==> config.mk <==
export PLATFORM = sky130hd
export DESIGN_NAME = cv32e40p_load_store_unit
export DESIGN_NICKNAME = d
export VERILOG_FILES = /design/src/rtl/cv32e40p_pkg.sv /design/src/rtl/cv32e40p_lsu_resp_fifo.sv /design/src/rtl/cv32e40p_load_store_unit.sv
export SDC_FILE = /design/constraint.sdc
export NUM_CORES = 1
export LEC_CHECK = 0
export BUFFER_PORTS_ARGS = -buffer_cell sky130_fd_sc_hd__clkbuf_2
export CORE_AREA = 4 4 140 142
export DETAILED_ROUTE_END_ITERATION = 10
export DIE_AREA = 0 0 144 146
export SLEW_MARGIN = 20
export SYNTH_ARGS = -nofsm -noshare
export SYNTH_HDL_FRONTEND = slang
export SYNTH_HIERARCHICAL = 1
export SYNTH_SLANG_ARGS = --single-unit
export TNS_END_PERCENT = 10
==> constraint.sdc <==
create_clock -name clk -period 3 [get_ports clk]
set_input_delay 0.15 -clock clk [delete_from_list [all_inputs] [get_ports clk]]
set_output_delay 0.15 -clock clk [all_outputs]
set_load 0.05 [all_outputs]
==> src/rtl/cv32e40p_pkg.sv <==
// Shared types and constants for the cv32e40p load/store unit.
// Optional feature macro used by the LSU: CV32E40P_LSU_MISALIGNED_EN.
package cv32e40p_pkg;

  typedef enum logic [1:0] {
    LSU_WORD = 2'b00,
    LSU_HALF = 2'b01,
    LSU_BYTE = 2'b10
  } lsu_type_e;

  typedef enum logic {
    LSU_IDLE   = 1'b0,
    LSU_SECOND = 1'b1
  } lsu_state_e;

  // Bookkeeping needed to post-process one bus response
  typedef struct packed {
    logic      we;
    lsu_type_e lsu_type;
    logic      sign;
    logic [1:0] off;
    logic      final_part;
  } lsu_resp_t;

  localparam logic [3:0] LSU_BE_WORD = 4'b1111;
  localparam logic [3:0] LSU_BE_HALF = 4'b0011;
  localparam logic [3:0] LSU_BE_BYTE = 4'b0001;

  // An access is misaligned when it would straddle a word boundary;
  // the unused 2'b11 encoding behaves like a word
  function automatic logic lsu_misaligned(lsu_type_e t, logic [1:0] off);
    logic word_like;
    word_like = (t != LSU_HALF) && (t != LSU_BYTE);
    return (word_like && (off != 2'b00)) || ((t == LSU_HALF) && (off == 2'b11));
  endfunction

endpackage

==> src/rtl/cv32e40p_lsu_resp_fifo.sv <==
// In-order FIFO of outstanding-response descriptors; pop and push in the
// same cycle is legal even when full.
module cv32e40p_lsu_resp_fifo
  import cv32e40p_pkg::*;
#(
  parameter int DEPTH = 2
) (
  input  logic      clk,
  input  logic      rst,
  input  logic      push,
  input  logic      pop,
  input  lsu_resp_t push_data,
  output lsu_resp_t pop_data,
  output logic      full,
  output logic      empty
);

  localparam int PTR_W = (DEPTH > 1) ? $clog2(DEPTH) : 1;
  localparam int CNT_W = $clog2(DEPTH + 1);

  lsu_resp_t        mem [DEPTH];
  logic [PTR_W-1:0] wr_ptr;
  logic [PTR_W-1:0] rd_ptr;
  logic [CNT_W-1:0] count;
  logic             do_push;
  logic             do_pop;

  function automatic logic [PTR_W-1:0] next_ptr(logic [PTR_W-1:0] p);
    return (p == PTR_W'(DEPTH - 1)) ? '0 : p + PTR_W'(1);
  endfunction

  assign full     = (count == CNT_W'(DEPTH));
  assign empty    = (count == '0);
  assign do_pop   = pop & ~empty;
  assign do_push  = push & (~full | do_pop);
  assign pop_data = mem[rd_ptr];

  // Descriptor storage, written on accepted push
  always_ff @(posedge clk) begin
    if (do_push) begin
      mem[wr_ptr] <= push_data;
    end
  end

  // Pointer and occupancy tracking
  always_ff @(posedge clk) begin
    if (rst) begin
      wr_ptr <= '0;
      rd_ptr <= '0;
      count  <= '0;
    end else begin
      if (do_push) wr_ptr <= next_ptr(wr_ptr);
      if (do_pop)  rd_ptr <= next_ptr(rd_ptr);
      case ({do_push, do_pop})
        2'b10:   count <= count + CNT_W'(1);
        2'b01:   count <= count - CNT_W'(1);
        default: count <= count;
      endcase
    end
  end

endmodule

==> src/rtl/cv32e40p_load_store_unit.sv <==
// Data-memory load/store unit: drives the OBI data bus from EX requests,
// tracks outstanding transactions and returns aligned, extended load data.
// Define CV32E40P_LSU_MISALIGNED_EN to split word-crossing accesses into two
// bus transactions; otherwise they are rejected via lsu_misaligned_o.
module cv32e40p_load_store_unit
  import cv32e40p_pkg::*;
#(
  parameter int DEPTH = 2
) (
  input  logic        clk,
  input  logic        rst,
  input  logic        lsu_en_i,
  input  logic        lsu_we_i,
  input  logic [1:0]  lsu_type_i,
  input  logic        lsu_sign_ext_i,
  input  logic [31:0] lsu_addr_i,
  input  logic [31:0] lsu_wdata_i,
  output logic [31:0] lsu_rdata_o,
  output logic        lsu_rvalid_o,
  output logic        lsu_err_o,
  output logic        lsu_misaligned_o,
  output logic        lsu_ready_ex_o,
  output logic        lsu_ready_wb_o,
  output logic        busy_o,
  output logic        data_req_o,
  input  logic        data_gnt_i,
  output logic [31:0] data_addr_o,
  output logic        data_we_o,
  output logic [3:0]  data_be_o,
  output logic [31:0] data_wdata_o,
  input  logic        data_rvalid_i,
  input  logic        data_err_i,
  input  logic [31:0] data_rdata_i
);

  localparam int CNT_W = $clog2(DEPTH + 1);

  lsu_type_e        lsu_type;
  logic [1:0]       off;
  logic [CNT_W-1:0] cnt;
  lsu_state_e       state;
  logic [31:0]      partial_word;
  logic             split_pending;
  logic             err_acc;
  logic             misaligned;
  logic             split;
  logic             reject;
  logic             final_part;
  logic             push;
  logic             pop;
  logic             fifo_full;
  logic             fifo_empty;
  logic [3:0]       be_base;
  logic [7:0]       be_wide;
  logic [31:0]      rdata_lo;
  logic [31:0]      rdata_rot;
  logic [31:0]      rdata_ext;
  lsu_resp_t        push_entry;
  lsu_resp_t        head;

  assign lsu_type   = lsu_type_e'(lsu_type_i);
  assign off        = lsu_addr_i[1:0];
  assign misaligned = lsu_misaligned(lsu_type, off);

`ifdef CV32E40P_LSU_MISALIGNED_EN
  assign split  = lsu_en_i & misaligned & (state == LSU_IDLE);
  assign reject = 1'b0;
`else
  assign split  = 1'b0;
  assign reject = lsu_en_i & misaligned;
`endif

  // The second half of a split access is always the final one
  assign final_part = ~split;
  // fifo_full mirrors cnt==DEPTH; keeping both guards the FIFO from overflow
  assign data_req_o = lsu_en_i & ~reject & (cnt < CNT_W'(DEPTH)) & ~fifo_full;
  assign push       = data_req_o & data_gnt_i;
  assign pop        = data_rvalid_i & ~fifo_empty;

  // Byte enables spanning up to two words, indexed by the byte offset
  always_comb begin
    case (lsu_type)
      LSU_HALF: be_base = LSU_BE_HALF;
      LSU_BYTE: be_base = LSU_BE_BYTE;
      default:  be_base = LSU_BE_WORD;
    endcase
    be_wide = {4'b0000, be_base} << off;
  end

  assign data_we_o    = lsu_we_i;
  // Rotate left by 8*off, written as a right shift of the doubled word
  assign data_wdata_o = 32'({lsu_wdata_i, lsu_wdata_i} >> (6'd32 - {1'b0, off, 3'b000}));
  assign data_addr_o  = (state == LSU_SECOND) ? {lsu_addr_i[31:2] + 30'd1, 2'b00}
                                              : {lsu_addr_i[31:2], 2'b00};
  assign data_be_o    = (state == LSU_SECOND) ? be_wide[7:4] : be_wide[3:0];

  // Descriptor recorded for each granted transaction
  always_comb begin
    push_entry            = '0;
    push_entry.we         = lsu_we_i;
    push_entry.lsu_type   = lsu_type;
    push_entry.sign       = lsu_sign_ext_i;
    push_entry.off        = off;
    push_entry.final_part = final_part;
  end

  cv32e40p_lsu_resp_fifo #(
    .DEPTH(DEPTH)
  ) u_resp_fifo (
    .clk      (clk),
    .rst      (rst),
    .push     (push),
    .pop      (pop),
    .push_data(push_entry),
    .pop_data (head),
    .full     (fifo_full),
    .empty    (fifo_empty)
  );

  // Realign response data (merging a held first half) and extend it
  always_comb begin
    rdata_lo  = split_pending ? partial_word : data_rdata_i;
    rdata_rot = 32'({data_rdata_i, rdata_lo} >> {head.off, 3'b000});
    case (head.lsu_type)
      LSU_BYTE: rdata_ext = {{24{head.sign & rdata_rot[7]}}, rdata_rot[7:0]};
      LSU_HALF: rdata_ext = {{16{head.sign & rdata_rot[15]}}, rdata_rot[15:0]};
      default:  rdata_ext = rdata_rot;
    endcase
  end

  assign lsu_rvalid_o     = pop & head.final_part;
  assign lsu_rdata_o      = (lsu_rvalid_o & ~head.we) ? rdata_ext : 32'h0000_0000;
  assign lsu_err_o        = lsu_rvalid_o & (data_err_i | err_acc);
  assign lsu_misaligned_o = reject;
  assign lsu_ready_ex_o   = ~lsu_en_i | (push & final_part) | reject;
  assign lsu_ready_wb_o   = (cnt == '0) |
                            (pop & head.final_part & (cnt == CNT_W'(1)) & ~push);
  assign busy_o           = (cnt != '0) | (state != LSU_IDLE);

  // Outstanding-transaction counter
  always_ff @(posedge clk) begin
    if (rst) begin
      cnt <= '0;
    end else begin
      case ({push, pop})
        2'b10:   cnt <= cnt + CNT_W'(1);
        2'b01:   cnt <= cnt - CNT_W'(1);
        default: cnt <= cnt;
      endcase
    end
  end

  // Split-access sequencer: SECOND issues the upper word
  always_ff @(posedge clk) begin
    if (rst) begin
      state <= LSU_IDLE;
    end else begin
      case (state)
        LSU_IDLE:   state <= (push & split) ? LSU_SECOND : LSU_IDLE;
        LSU_SECOND: state <= push ? LSU_IDLE : LSU_SECOND;
        default:    state <= LSU_IDLE;
      endcase
    end
  end

  // Hold the first-half response of a split access until the second arrives
  always_ff @(posedge clk) begin
    if (rst) begin
      partial_word  <= 32'h0000_0000;
      split_pending <= 1'b0;
      err_acc       <= 1'b0;
    end else if (pop & ~head.final_part) begin
      partial_word  <= data_rdata_i;
      split_pending <= 1'b1;
      err_acc       <= data_err_i;
    end else if (pop) begin
      split_pending <= 1'b0;
      err_acc       <= 1'b0;
    end else begin
      split_pending <= split_pending;
      err_acc       <= err_acc;
    end
  end

endmodule

* After elaboration in Yosys (flattened, before gate mapping)
Memory sizes are Yosys's and may differ from the RTL's. A register that Yosys moved wholly into a read port is not among the register bits.
Cells that the tools add are included.
** Cells by class
- Add/sub/neg operators :: 8
- Order comparisons :: 1
- Eq/ne operators :: 13
- Shift operators :: 3
- Mux-type cells :: 19
- Bitwise operators :: 30
- Reduce and logical (&&, ||, !) cells :: 11
** Operator list (number)
- 32-bit 2-to-1 mux :: 3
- 32-bit one-hot mux with 2 select lines :: 1
- 64-bit by 5-bit right shift with 32-bit output :: 1
- 64-bit by 6-bit right shift with 32-bit output :: 1
- 30-bit by 1-bit adder with 30-bit output (second input constant) :: 1
- 1-bit bitwise AND :: 15
- 2-bit == test (second input constant) :: 6
- 2-bit by 1-bit == test with 1-bit output (second input constant) :: 5
- 1-bit 2-to-1 mux :: 10
- 2-bit nonzero test :: 5
- 2-bit one-hot mux with 2 select lines :: 2
- 4-bit one-hot mux with 2 select lines :: 1
- 4-bit by 2-bit << shifter with 8-bit output :: 1
- 1-bit NOT :: 7
- 1-bit OR :: 6
- 6-bit by 5-bit subtractor with 6-bit output (first input constant) :: 1
- 2-bit by 1-bit adder with 2-bit output (second input constant) :: 2
- 2-bit logical NOT :: 2
- 4-bit 2-to-1 mux :: 1
- 2-bit by 1-bit subtractor with 2-bit output (second input constant) :: 2
- 1-bit logical AND :: 3
- 1-bit adder (second input constant) :: 2
- 2-bit < comparator (second input constant) :: 1
- 2-bit by 1-bit inequality test with 1-bit output (second input constant) :: 1
- other kinds (5) :: 5
** Word-level totals
- Bits in registers :: 41
- RAM bits :: 12
- Input bits :: 106
- Output and inout port bits :: 108
- Word-level logic and storage cells :: 94
- Memories kept :: 1
** Memory list
- u_resp_fifo.mem :: words 2, width 6, read ports 1, clocked after Yosys merged registers in 1, wr ports 1, line cv32e40p_lsu_resp_fifo.sv:21 : lsu_resp_t mem [DEPTH];

* Logic depth before layout (Yosys ltp)
- Word-level depth :: 13
- Gate-level depth with buffers :: 12
- Gate-level depth less buffers :: 11

* By module
Netlist, hierarchy kept.
** By module, submodules not included
- cv32e40p_load_store_unit :: instances 1, cells an instance 582, area an instance 4695.8 sq um, sequential area each 740.7 sq um
- cv32e40p_lsu_resp_fifo :: instances 1, cells an instance 49, area an instance 755.7 sq um, sequential area each 520.5 sq um

* Worst setup path after synthesis
No wires, ideal clock.
- Path kind :: register to output
- Start point :: reg (tool-made name)
- End point :: out lsu_rdata_o[14]
- Arrival time :: 2.661 ns
- Required time :: 2.850 ns
- Path slack :: 0.189 ns
- Cell stages (with the launch flop) :: 9
- Path buffers :: 4
- Cells stage by stage :: dfxtp_1 clkbuf_1 mux2_2 buf_6 buf_6 buf_6 mux4_2 nand2_1 a31oi_1
** RTL lines
- end: declaration :: line cv32e40p_load_store_unit.sv:18 : output logic [31:0] lsu_rdata_o,

==> flow_metrics.py <==
metrics = {
    "clocking": {
        "postCtsSetupBuffers": 0,
        "tritoncts_num_sinks": 56,
        "cts_max_level": 2,
        "tritoncts.num_buffers": 5,
        "clk_pin_slew_worst_paths_ns": 0.08,
        "tritoncts": "yes",
        "cts-hold-fix-buffers": 0,
        "clock_insertion_delay_worst_skew_ns": 0.30,
        "clk_root_buffer_cell": "sky130_fd_sc_hd__clkbuf_16",
        "clock_path_buffers": 2,
    },
    "setup_path": {
        "regToRegSetupSlack_ns": 0.87,
        "slowest_library_cell_on_the_worst_path": "sky130_fd_sc_hd__dfxtp_2",
        "r2r_start": "u_resp_fifo/count[0]$_SDFFE_PP0P_",
        "worst-path-max-fanout": 8,
        "sum_of_buffers_and_inverters_on_the_critical_path": 2,
        "cp.required_ns": 2.85,
        "worst_setup_path_end_kind": "output port",
        "path_cells": "mux2_2 -> inv_1 -> ha_1 -> nor2b_1 -> and2_1 -> nand2_2 -> a31oi_1 -> clkbuf_2",
        "crit_family": "simple AND/OR/NAND/NOR gates",
        "crit-reg2reg-capture": "u_resp_fifo/count[1]$_SDFFE_PP0P_",
        "rr_worst_depth": 8,
        "arrival_ns": 2.68,
        "criticalPathCategory": "register to output port",
        "startpoint_type": "register",
        "timing.critical_path.slowest_cell_delay_ns": 0.42,
    },
    "drt": {
        "drc_errors": 0,
        "finalWirelength_um": 18250,
        "count_of_tritonroute_iterations_in_the_first_routing_pass": 5,
        "route.detailed.vias_per_inst": 5.259,
        "vias": 5548,
        "route.detailed.wl_per_inst_um": 17.29,
        "ant_nets": 0,
        "detail_route.iter0.violations": 268,
    },
    "placed_design": {
        "hpwl_um": 14190,
        "io_buffers": 211,
        "place_congestion": 0.8784,
    },
    "die": {
        "core_region_area_um2": 18460,
        "initial_utilization_pct": 29.54,
        "fp.dieArea_um2": 21020,
        "die_height_um": 146,
        "top_level_port_count": 214,
        "rows": 50,
        "chip_width_um": 144,
    },
    "timing": {
        "grt_setup_unrepaired": "false",
        "totalNegativeSetupSlack_ns": 0,
        "hold_viol": 0,
        "min_period_over_period_pct": 94.44,
        "timing.max_slew.rel_slack_pct": 36.71,
        "max_freq_mhz": 353.0,
        "clock-skew-final_ns": 0.005921,
        "setup_viol": 0,
        "slew_violations": 0,
        "finalWorstPathRequiredPeriod_ns": 2.833,
        "worstMarginPinSlew_ns": 0.9494,
    },
    "cells_and_area": {
        "final_layout_size_suffix_gt1_share_pct": 38.61,
        "nets": 937,
        "syn_to_final_growth_pct": 30.55,
        "antenna_cells": 0,
        "mostFrequentLayoutCell": "sky130_fd_sc_hd__clkbuf_2",
        "finish.utilization_pct": 38.56,
        "most-common-layout-cells": "194 x sky130_fd_sc_hd__clkbuf_2, 107 x sky130_fd_sc_hd__nand2_1, 46 x sky130_fd_sc_hd__a21oi_1",
        "num-fill-cells": 1891,
    },
    "logic_synthesis": {
        "post_synth_inst_count": 631,
        "synth.ff_latch_count": 56,
        "yosys.cell_types.count": 56,
        "post_synth_instance_area_um2": 5451,
        "synth-edff-count": 14,
        "ys_dominant_reg_cell": "sky130_fd_sc_hd__dfxtp_1",
        "synthArstFlopShare_pct": 0,
        "yosys_warnings": 6,
        "avgSynthCellArea_um2": 8.639,
        "synth_seq_area_share_pct": 23.14,
    },
    "min_path": {
        "hold-path-cell-count": 1,
        "hold_path.startpoint": "lsu_sign_ext_i",
        "holdCritPathClass": "primary input to register",
        "capture_endpoint_of_the_worst_hold_path": "u_resp_fifo/mem[1][3]$_DFFE_PP_",
    },
    "grt": {
        "grt_antenna_before_repair": 0,
        "groute.usage.overall_pct": 16.74,
        "vias_in_the_first_global_route": 5452,
        "grt_max_degree": 44,
        "gr-total-overflow": 0,
        "global_route_wire_length_before_repair_um": 28720,
    },
    "pwr": {
        "cellPowerDensity_nw_per_um2": 388.3,
        "p_leak_nw": 3.046,
        "ir_worst_vdd_mv": 0.2391,
    },
    "run": {
        "maxCapViolations": 0,
    },
    "outcome": {
        "outcome": "finished clean",
    },
}
## report_power, final
group | switching [mW] | total [mW] | internal, mW
clock network | 0.287 | 0.686 | 0.398
registers | 0.0193 | 0.819 | 0.800
logic | 0.797 | 1.26 | 0.462
## kinds of logic after synthesis
family | Yosys count | share of synthesized area [%]
AND/OR/NAND/NOR | 248 | 21.76
multiplexers | 108 | 28.37
AO/OA/AOI/OAI | 107 | 12.23
buffers and inverters | 64 | 6.220
flip-flops | 56 | 23.14
XOR/XNOR | 35 | 5.623
adder cells (fa/ha/maj) | 11 | 2.525
other | 2 | 0.1378
## metrics by stage
step | total power, mW | setup slack, ns | instance area [um^2] | hold slack [ns] | instances
2_1_floorplan | 1.661 | 0.1893 | 5459 | 0.2191 | 633
3_3_place_gp | 2.082 | 0.3077 | 6923 | 0.3428 | 1047
3_5_place_dp | 2.088 | 0.2824 | 6923 | 0.3478 | 1047
4_1_cts | 2.785 | 0.006298 | 7101 | 0.02331 | 1055
5_1_grt | 2.896 | 0.04294 | 7117 | 0.02498 | 1055
6_report | 2.763 | 0.1668 | 7117 | 0.03276 | 1055
## cell usage after synthesis (4+ instances only)
master	n	area (um^2)
sky130_fd_sc_hd__dfxtp_1	42	840.8
sky130_fd_sc_hd__a21oi_1	46	230.2
sky130_fd_sc_hd__nand2b_1	12	75.07
sky130_fd_sc_hd__nand4_1	12	75.07
sky130_fd_sc_hd__mux2_2	42	473.0
sky130_fd_sc_hd__nor2b_1	4	25.02
sky130_fd_sc_hd__xnor2_1	17	148.9
sky130_fd_sc_hd__and4_1	4	35.03
sky130_fd_sc_hd__buf_6	8	90.09
sky130_fd_sc_hd__mux2i_1	33	330.3
sky130_fd_sc_hd__o22ai_1	10	62.56
sky130_fd_sc_hd__nand2_1	108	405.4
sky130_fd_sc_hd__a22oi_1	17	127.6
sky130_fd_sc_hd__edfxtp_1	14	420.4
sky130_fd_sc_hd__a31oi_1	7	43.79
sky130_fd_sc_hd__nor3_1	10	50.05
sky130_fd_sc_hd__buf_2	7	35.03
sky130_fd_sc_hd__clkbuf_1	23	86.33
sky130_fd_sc_hd__nand3_1	30	150.1
sky130_fd_sc_hd__mux4_1	5	131.4
sky130_fd_sc_hd__o21ai_0	11	55.05
sky130_fd_sc_hd__inv_1	16	60.06
sky130_fd_sc_hd__xor2_1	18	157.7
sky130_fd_sc_hd__nor2_1	45	168.9
sky130_fd_sc_hd__ha_1	11	137.6
sky130_fd_sc_hd__buf_4	7	52.55
sky130_fd_sc_hd__o211ai_1	7	52.55
sky130_fd_sc_hd__mux4_2	26	585.6
## timing repair
| action | 4_1_cts | 5_1_grt |
|---|---|---|
| resized for setup | 2 | 3 |
| cloned | 0 | 0 |
| endpoints found under the setup margin | 13 | 24 |
## cell type report
class | instances | area [um^2] | area share (%)
clock buffer | 6 | 128.9 | 1.811
clock inverter | 2 | 38.79 | 0.5450
inverter | 17 | 63.81 | 0.8966
multi-input combinational | 513 | 3886 | 54.61
sequential | 56 | 1262 | 17.74
tap | 234 | 292.8 | 4.114
timing repair buffer | 227 | 1444 | 20.29
## flip-flops by register name (all words and copies together), names as in the netlist, named ones only
| signal | count |
|---|---|
| partial_word | 32 |
| u_resp_fifo/mem | 14 |
| cnt | 2 |
| u_resp_fifo/count | 2 |
| err_acc | 1 |
| split_pending | 1 |
| state | 1 |
| u_resp_fifo/rd_ptr | 1 |
| u_resp_fifo/wr_ptr | 1 |
## metal layers
metal  GRT usage [%]  vias up  routed length (um)
met5               0        -                   0
met1           20.73     2612                7590
met2           28.21      255                8622
met4           3.437        0                 244
li1                -     2665                   -
met3           5.652       16                1788
## worst max path at each step
stage	startpoint	endpoint	slack (ns)	cells past startpoint
6_report	register	lsu_rdata_o[12]	0.17	8
5_1_grt	register	lsu_rdata_o[13]	0.04	8
4_1_cts	register	lsu_rdata_o[20]	0.006	6
3_5_place_dp	register	lsu_rdata_o[13]	0.28	6
3_3_place_gp	register	lsu_rdata_o[13]	0.31	6
2_1_floorplan	register	lsu_rdata_o[14]	0.19	8
(Power assumes the default switching activity.)
